**src/rtl/mem_march_pkg.sv**
```systemverilog
// rtl/mem_march_pkg.sv - shared types and helpers for the memory march self-test master
package mem_march_pkg;

    // Width of the helper arithmetic; callers truncate to their own word width.
    localparam int ExpWidth = 32;

    typedef enum logic [2:0] {
        ST_IDLE  = 3'd0,
        ST_WRITE = 3'd1,
        ST_READ  = 3'd2,
        ST_DRAIN = 3'd3,
        ST_DONE  = 3'd4
    } state_e;

    // Number of words addressed by an address bus of the given width.
    function automatic int mem_size(input int addr_width);
        return 1 << addr_width;
    endfunction

    // Expected word at an address: seed xor address, both zero-extended.
    function automatic logic [ExpWidth-1:0] exp_word(input logic [ExpWidth-1:0] seed,
                                                     input logic [ExpWidth-1:0] addr);
        return seed ^ addr;
    endfunction

endpackage

```
**src/rtl/mem_march_cmp.sv**
```systemverilog
// rtl/mem_march_cmp.sv - read-back compare pipeline with saturating error count
module mem_march_cmp
    import mem_march_pkg::*;
#(
    parameter int AddrWidth = 4,
    parameter int DataWidth = 4,
    parameter int CntWidth  = 8
) (
    input  logic                 clk_i,
    input  logic                 rst_n_i,
    input  logic                 clr_i,
    input  logic                 rd_en_i,
    input  logic [AddrWidth-1:0] addr_i,
    input  logic [DataWidth-1:0] seed_i,
    input  logic [DataWidth-1:0] rdata_i,
    output logic [CntWidth-1:0]  err_cnt_o,
    output logic [AddrWidth-1:0] first_err_addr_o
);

    logic                 cmp_valid_q;
    logic [AddrWidth-1:0] cmp_addr_q;
    logic [CntWidth-1:0]  err_cnt_q, err_cnt_d;
    logic [AddrWidth-1:0] first_err_q, first_err_d;
    logic [DataWidth-1:0] exp_data;
    logic                 mismatch;

    assign exp_data = DataWidth'(exp_word(ExpWidth'(seed_i), ExpWidth'(cmp_addr_q)));
    assign mismatch = cmp_valid_q && (rdata_i != exp_data);

    // Next error count saturates at all-ones; first failing address latched only from zero.
    always_comb begin
        err_cnt_d   = err_cnt_q;
        first_err_d = first_err_q;
        if (mismatch) begin
            if (err_cnt_q != {CntWidth{1'b1}}) begin
                err_cnt_d = err_cnt_q + CntWidth'(1);
            end
            if (err_cnt_q == '0) begin
                first_err_d = cmp_addr_q;
            end
        end
    end

    // Delay the read address by one cycle to line up with the registered read data.
    always_ff @(posedge clk_i or negedge rst_n_i) begin
        if (!rst_n_i) begin
            cmp_valid_q <= 1'b0;
            cmp_addr_q  <= '0;
            err_cnt_q   <= '0;
            first_err_q <= '0;
        end else if (clr_i) begin
            cmp_valid_q <= 1'b0;
            cmp_addr_q  <= '0;
            err_cnt_q   <= '0;
            first_err_q <= '0;
        end else begin
            cmp_valid_q <= rd_en_i;
            cmp_addr_q  <= addr_i;
            err_cnt_q   <= err_cnt_d;
            first_err_q <= first_err_d;
        end
    end

    assign err_cnt_o        = err_cnt_q;
    assign first_err_addr_o = first_err_q;

endmodule

```
**src/rtl/mem_march_master.sv**
```systemverilog
// rtl/mem_march_master.sv - write/read-back march self-test driver for a 1-cycle-read memory
module mem_march_master
    import mem_march_pkg::*;
#(
    parameter int AddrWidth = 4,
    parameter int DataWidth = 4,
    parameter int CntWidth  = 8
) (
    input  logic                 Clk_i,
    input  logic                 Reset_n_i,
    input  logic                 Start_i,
    input  logic [DataWidth-1:0] Seed_i,
    output logic [AddrWidth-1:0] Mem_Addr_o,
    output logic [DataWidth-1:0] Mem_Data_o,
    output logic                 Mem_WR_o,
    input  logic [DataWidth-1:0] Mem_Data_i,
    output logic                 Busy_o,
    output logic                 Done_o,
    output logic                 Pass_o,
    output logic [CntWidth-1:0]  ErrCount_o,
    output logic [AddrWidth-1:0] FirstErrAddr_o
);

    localparam int                   Size     = mem_size(AddrWidth);
    localparam logic [AddrWidth-1:0] LastAddr = AddrWidth'(Size - 1);

    state_e               state_q;
    logic [DataWidth-1:0] seed_q;
    logic [AddrWidth-1:0] addr_q, addr_d;
    logic [DataWidth-1:0] wdata_q;
    logic                 wr_q;
    logic                 busy_q;
    logic                 done_q;
    logic                 pass_valid_q;
    logic                 start_acc;
    logic                 rd_en;

    assign start_acc = (state_q == ST_IDLE) && Start_i;
    assign rd_en     = (state_q == ST_READ);
    assign addr_d    = addr_q + AddrWidth'(1);

    // Sequencer: write every word, read every word, one drain cycle, one done cycle.
    always_ff @(posedge Clk_i or negedge Reset_n_i) begin
        if (!Reset_n_i) begin
            state_q      <= ST_IDLE;
            seed_q       <= '0;
            addr_q       <= '0;
            wdata_q      <= '0;
            wr_q         <= 1'b0;
            busy_q       <= 1'b0;
            done_q       <= 1'b0;
            pass_valid_q <= 1'b0;
        end else begin
            case (state_q)
                ST_IDLE: begin
                    wr_q    <= 1'b0;
                    wdata_q <= '0;
                    if (Start_i) begin
                        seed_q       <= Seed_i;
                        addr_q       <= '0;
                        wr_q         <= 1'b1;
                        wdata_q      <= DataWidth'(exp_word(ExpWidth'(Seed_i), '0));
                        busy_q       <= 1'b1;
                        pass_valid_q <= 1'b0;
                        state_q      <= ST_WRITE;
                    end
                end
                ST_WRITE: begin
                    addr_q <= addr_d;
                    if (addr_q == LastAddr) begin
                        wr_q    <= 1'b0;
                        wdata_q <= '0;
                        state_q <= ST_READ;
                    end else begin
                        wdata_q <= DataWidth'(exp_word(ExpWidth'(seed_q), ExpWidth'(addr_d)));
                    end
                end
                ST_READ: begin
                    // Hold the last address so the drain cycle issues no new one.
                    if (addr_q == LastAddr) begin
                        state_q <= ST_DRAIN;
                    end else begin
                        addr_q <= addr_d;
                    end
                end
                ST_DRAIN: begin
                    done_q       <= 1'b1;
                    pass_valid_q <= 1'b1;
                    state_q      <= ST_DONE;
                end
                ST_DONE: begin
                    done_q  <= 1'b0;
                    busy_q  <= 1'b0;
                    state_q <= ST_IDLE;
                end
                default: begin
                    state_q <= ST_IDLE;
                end
            endcase
        end
    end

    mem_march_cmp #(
        .AddrWidth(AddrWidth),
        .DataWidth(DataWidth),
        .CntWidth (CntWidth)
    ) u_cmp (
        .clk_i           (Clk_i),
        .rst_n_i         (Reset_n_i),
        .clr_i           (start_acc),
        .rd_en_i         (rd_en),
        .addr_i          (addr_q),
        .seed_i          (seed_q),
        .rdata_i         (Mem_Data_i),
        .err_cnt_o       (ErrCount_o),
        .first_err_addr_o(FirstErrAddr_o)
    );

    assign Mem_Addr_o = addr_q;
    assign Mem_Data_o = wdata_q;
    assign Mem_WR_o   = wr_q;
    assign Busy_o     = busy_q;
    assign Done_o     = done_q;
    // The last compare lands on the same edge that enters DONE, so pass is derived from the count.
    assign Pass_o     = pass_valid_q && (ErrCount_o == '0);

endmodule
```
**config.mk**
```make
export PLATFORM = sky130hd
export DESIGN_NAME = mem_march_master
export DESIGN_NICKNAME = d
export VERILOG_FILES = /design/src/rtl/mem_march_pkg.sv /design/src/rtl/mem_march_cmp.sv /design/src/rtl/mem_march_master.sv
export SDC_FILE = /design/constraint.sdc
export NUM_CORES = 1
export LEC_CHECK = 0
export CAP_MARGIN = 20
export CORE_MARGIN = 10
export CORE_UTILIZATION = 50
export CTS_CLUSTER_DIAMETER = 120
export CTS_CLUSTER_SIZE = 24
export DETAILED_ROUTE_END_ITERATION = 12
export GPL_TIMING_DRIVEN = 0
export PLACE_DENSITY = 0.76
export SETUP_SLACK_MARGIN = 0.2
export SLEW_MARGIN = 15
export SYNTH_ARGS = -nofsm -noshare
export SYNTH_HDL_FRONTEND = slang
export SYNTH_SLANG_ARGS = --single-unit
```
**constraint.sdc**
```tcl
create_clock -name Clk_i -period 4.43 [get_ports Clk_i]
set_input_delay 0.443 -clock Clk_i [delete_from_list [all_inputs] [get_ports Clk_i]]
set_output_delay 0.443 -clock Clk_i [all_outputs]
set_load 0.005 [all_outputs]
```
==> flow_summary_export.csv <==
group,metric,value,unit
status,outcome,"completed",
worst_setup_path,critPathLaunch,"u_cmp.err_cnt_o[0]",
worst_setup_path,slowest_delay,580,ps
clock_network,cts_sinks,36,
worst_setup_path,r2r_slack,2360,ps
timing,layout_setup_ws,1488,ps
worst_setup_path,crit_fanout,4,
layout,stdcell_count,272,
pwr,leakage,0.001135,uW
layout,n_antenna_cell,0,
timing,final.setup_skew,4.032,ps
layout,drive_gt1_share,8.482,%
worst_setup_path,crit_type,"reg -> out",
layout,seq_area,900.9,sq um
pwr,ir_worst_vdd,436.4,uV
place,gp_congestion,0.8390,
yosys,muxShareOfSynthArea,4.891,%
timing,slew_violations,0,
clock_network,cts_inserted_buffers,5,
place,port-buffer-count,34,
timing,period_share,66.42,%
routing,drtPass1Iterations,4,
worst_setup_path,path_cells,"inv_1 > ha_1 > or4b_2 > nor4_1 > and2_1 > clkdlybuf4s50_1",
layout,final_area,0.002385,sq mm
yosys,synth_xor_area_share,8.394,%
place,preCtsSetupSlack,1773,ps
routing,drtIter0Drc,115,
routing,post-route-drc-count,0,
clock_network,cts_resized,0,
worst_setup_path,critPathSlowestCell,"or4b_2",
clock_network,insertion_delay,290,ps
worst_setup_path,rr_endpoint,"u_cmp.first_err_addr_o[2]",
layout,layout_common_cells,"dfrtp_1, nand2_1, clkdlybuf4s50_1, nor2_1",
global_routing,antenna_found_initial,0,
worst_setup_path,r2r_start,"u_cmp.err_cnt_o[0]",
worst_setup_path,start_kind,"register",
worst_setup_path,cp.depth,6,
layout,area_growth,25.98,%
timing,final_hold_viol_count,0,
die,dieArea,0.006647,sq mm
layout,layout_commonest_cell,"dfrtp_1",
layout,fillers,288,
timing,fmax,339.9,MHz
yosys,ys.flop_type,"dfrtp_1",
yosys,synth_top_family_by_area,"simple AND/OR/NAND/NOR gates",
yosys,synth_nets,196,
yosys,syn_area,0.001893,sq mm
die,initial_core_util,51.71,%
timing,rsz0062_at_grt,"no",
routing,via_count,1504,
job,cap_violations,0,
pwr,power_density,638.5,mW/mm^2
routing,routedWlPerCell,15.64,um
global_routing,gr-total-overflow,0,
die,io_pins,35,
yosys,syn_inst,182,
worst_setup_path,worst_r2r_path_depth,6,
yosys,ys_ff_latch,36,
clock_network,htreeDepth,2,
die,die_w,81.53,um
global_routing,grt_pass1_wl,7327,um
yosys,synth_cell_types,44,
timing,worstMarginPinSlew,791.9,ps
clock_network,postCtsHoldBufs,0,
hold_path,hold_path_class,"in -> async",
routing,via_per_inst,5.529,
place,detailed_place_hpwl,3193,um
routing,drt_wl_total,4253,um
yosys,synth-compound-area-share,13.48,%
global_routing,grt_max_degree,37,
clock_network,cts_buffer_depth,2,
worst_setup_path,end_kind,"output pin",
timing,slew_headroom,47.20,%
clock_network,cts_setup_buffers,0,
place,dp.cells,264,
timing,setup_tns,0,ps
die,num_rows,22,
worst_setup_path,crit_buf_inv,2,
yosys,yosys_warnings,0,
timing,setup_viol,0,
global_routing,grt_pass1_vias,1541,
worst_setup_path,crit_end,"Pass_o",
clock_network,clkSlewWorstSetupHoldPaths,70,ps
routing,antenna_left,0,
clock_network,cts_tree,"done",
global_routing,grt_usage,14.09,%
layout,multiInputGateArea,955.9,sq um
yosys,synthAdderAreaFrac,1.983,%
die,core-area,0.003661,sq mm
clock_network,root_buffer,"clkbuf_8",
worst_setup_path,required,3990,ps
yosys,synth.avg_cell_area,10.40,sq um
die,dieHeight,81.53,um
worst_setup_path,arrival,2500,ps
layout,fin_nets,237,
yosys,async_flop_share,100.0,%
worst_setup_path,crit_family,"simple AND/OR/NAND/NOR gates",
yosys,synth_edf_count,0,
yosys,ys_seq_area_share,47.59,%
timing,finalCriticalPeriod,2942,ps
place,dpl-instance-area,0.002288,sq mm
yosys,yosys.area_share.simple,21.41,%
## routing by layer
layer | routed length (um) | share of wire (%) | up-vias | GRT usage [%]
li1 | - | - | 730 | -
met1 | 1829 | 43 | 723 | 16.61
met2 | 1983 | 47 | 39 | 21.96
met3 | 319 | 7.5 | 12 | 5.349
met4 | 121 | 2.8 | 0 | 7.266
met5 | 0 | 0 | - | 0
## cells by family after synthesis
family	count (synthesis)
AND/OR/NAND/NOR	80
flip-flops	36
AO/OA/AOI/OAI	33
buffers and inverters	11
XOR/XNOR	10
multiplexers	9
adder cells (fa/ha/maj)	3
## sequential cells by signal, indices dropped and copies added, names as in the netlist
register / cells
state_q: 3
Mem_WR_o: 1
Busy_o: 1
seed_q: 4
Done_o: 1
Mem_Addr_o: 4
u_cmp.first_err_addr_o: 4
pass_valid_q: 1
u_cmp.cmp_addr_q: 4
Mem_Data_o: 4
u_cmp.cmp_valid_q: 1
u_cmp.err_cnt_o: 8
## worst min-delay path by stage
stage                  from                  end  slack (ps)  cells past startpoint
2_1_floorplan     Reset_n_i               Busy_o         150                      0
3_3_place_gp   pass_valid_q         pass_valid_q         460                      1
3_5_place_dp   pass_valid_q         pass_valid_q         470                      1
4_1_cts           Reset_n_i            seed_q[0]         260                      1
5_1_grt           Reset_n_i            seed_q[0]         300                      1
6_report          Reset_n_i  u_cmp.cmp_addr_q[0]         230                      1
## worst register-to-register path, stage by stage, from the launching register on
cell,delay [ps]
dfrtp_1,410
inv_1,100
ha_1,160
or4b_2,580
nor4_1,270
nand2_1,250
mux2i_1,180
## cell usage after synthesis (all sizes together), types with 2 or more instances
cell     number  area [sq um]
mux2          2         22.52
o21ai         2         10.01
nand3b        2         15.01
nand4         3         18.77
ha            3         37.54
nand3         7         35.03
and2          2         12.51
nand2b        3         18.77
nor2b         7         43.79
a2bb2oi       3         26.28
a21oi         7         38.79
clkbuf        5         18.77
a21o          4         30.03
xor2          3         26.28
o211ai        4         30.03
xnor3         4         91.33
xnor2         2         17.52
and3          4         25.02
a211o         2         17.52
nor2          9         33.78
nand2        34         127.6
mux2i         7         70.07
a311o         3         30.03
or2           2         12.51
or4           3         26.27
inv           5         18.77
dfrtp        36         900.9
## cell type report
class / count / area share, %
Buffer: 6 / 0.9969
Tap cell: 48 / 2.518
Clock buffer: 8 / 3.778
Timing Repair Buffer: 34 / 14.06
Multi-Input combinational cell: 135 / 40.08
Inverter: 5 / 0.7870
Sequential cell: 36 / 37.78
## power breakdown
part	switching, uW	total (uW)	internal [uW]	leakage (uW)
Clock	111	238	127	0.0000455
Sequential	117	561	445	0.000456
Combinational	285	724	438	0.000633
## metrics by stage
step           hold slack (ps)  total power (uW)  util, %
2_1_floorplan            147.4              1027        -
3_3_place_gp             459.0              1273    62.65
3_5_place_dp             466.0              1295    62.51
4_1_cts                  255.7              1538    64.97
5_1_grt                  303.2              1644    65.14
6_report                 232.9              1523    65.14
Note: power is estimated with default switching activity, not from simulation.
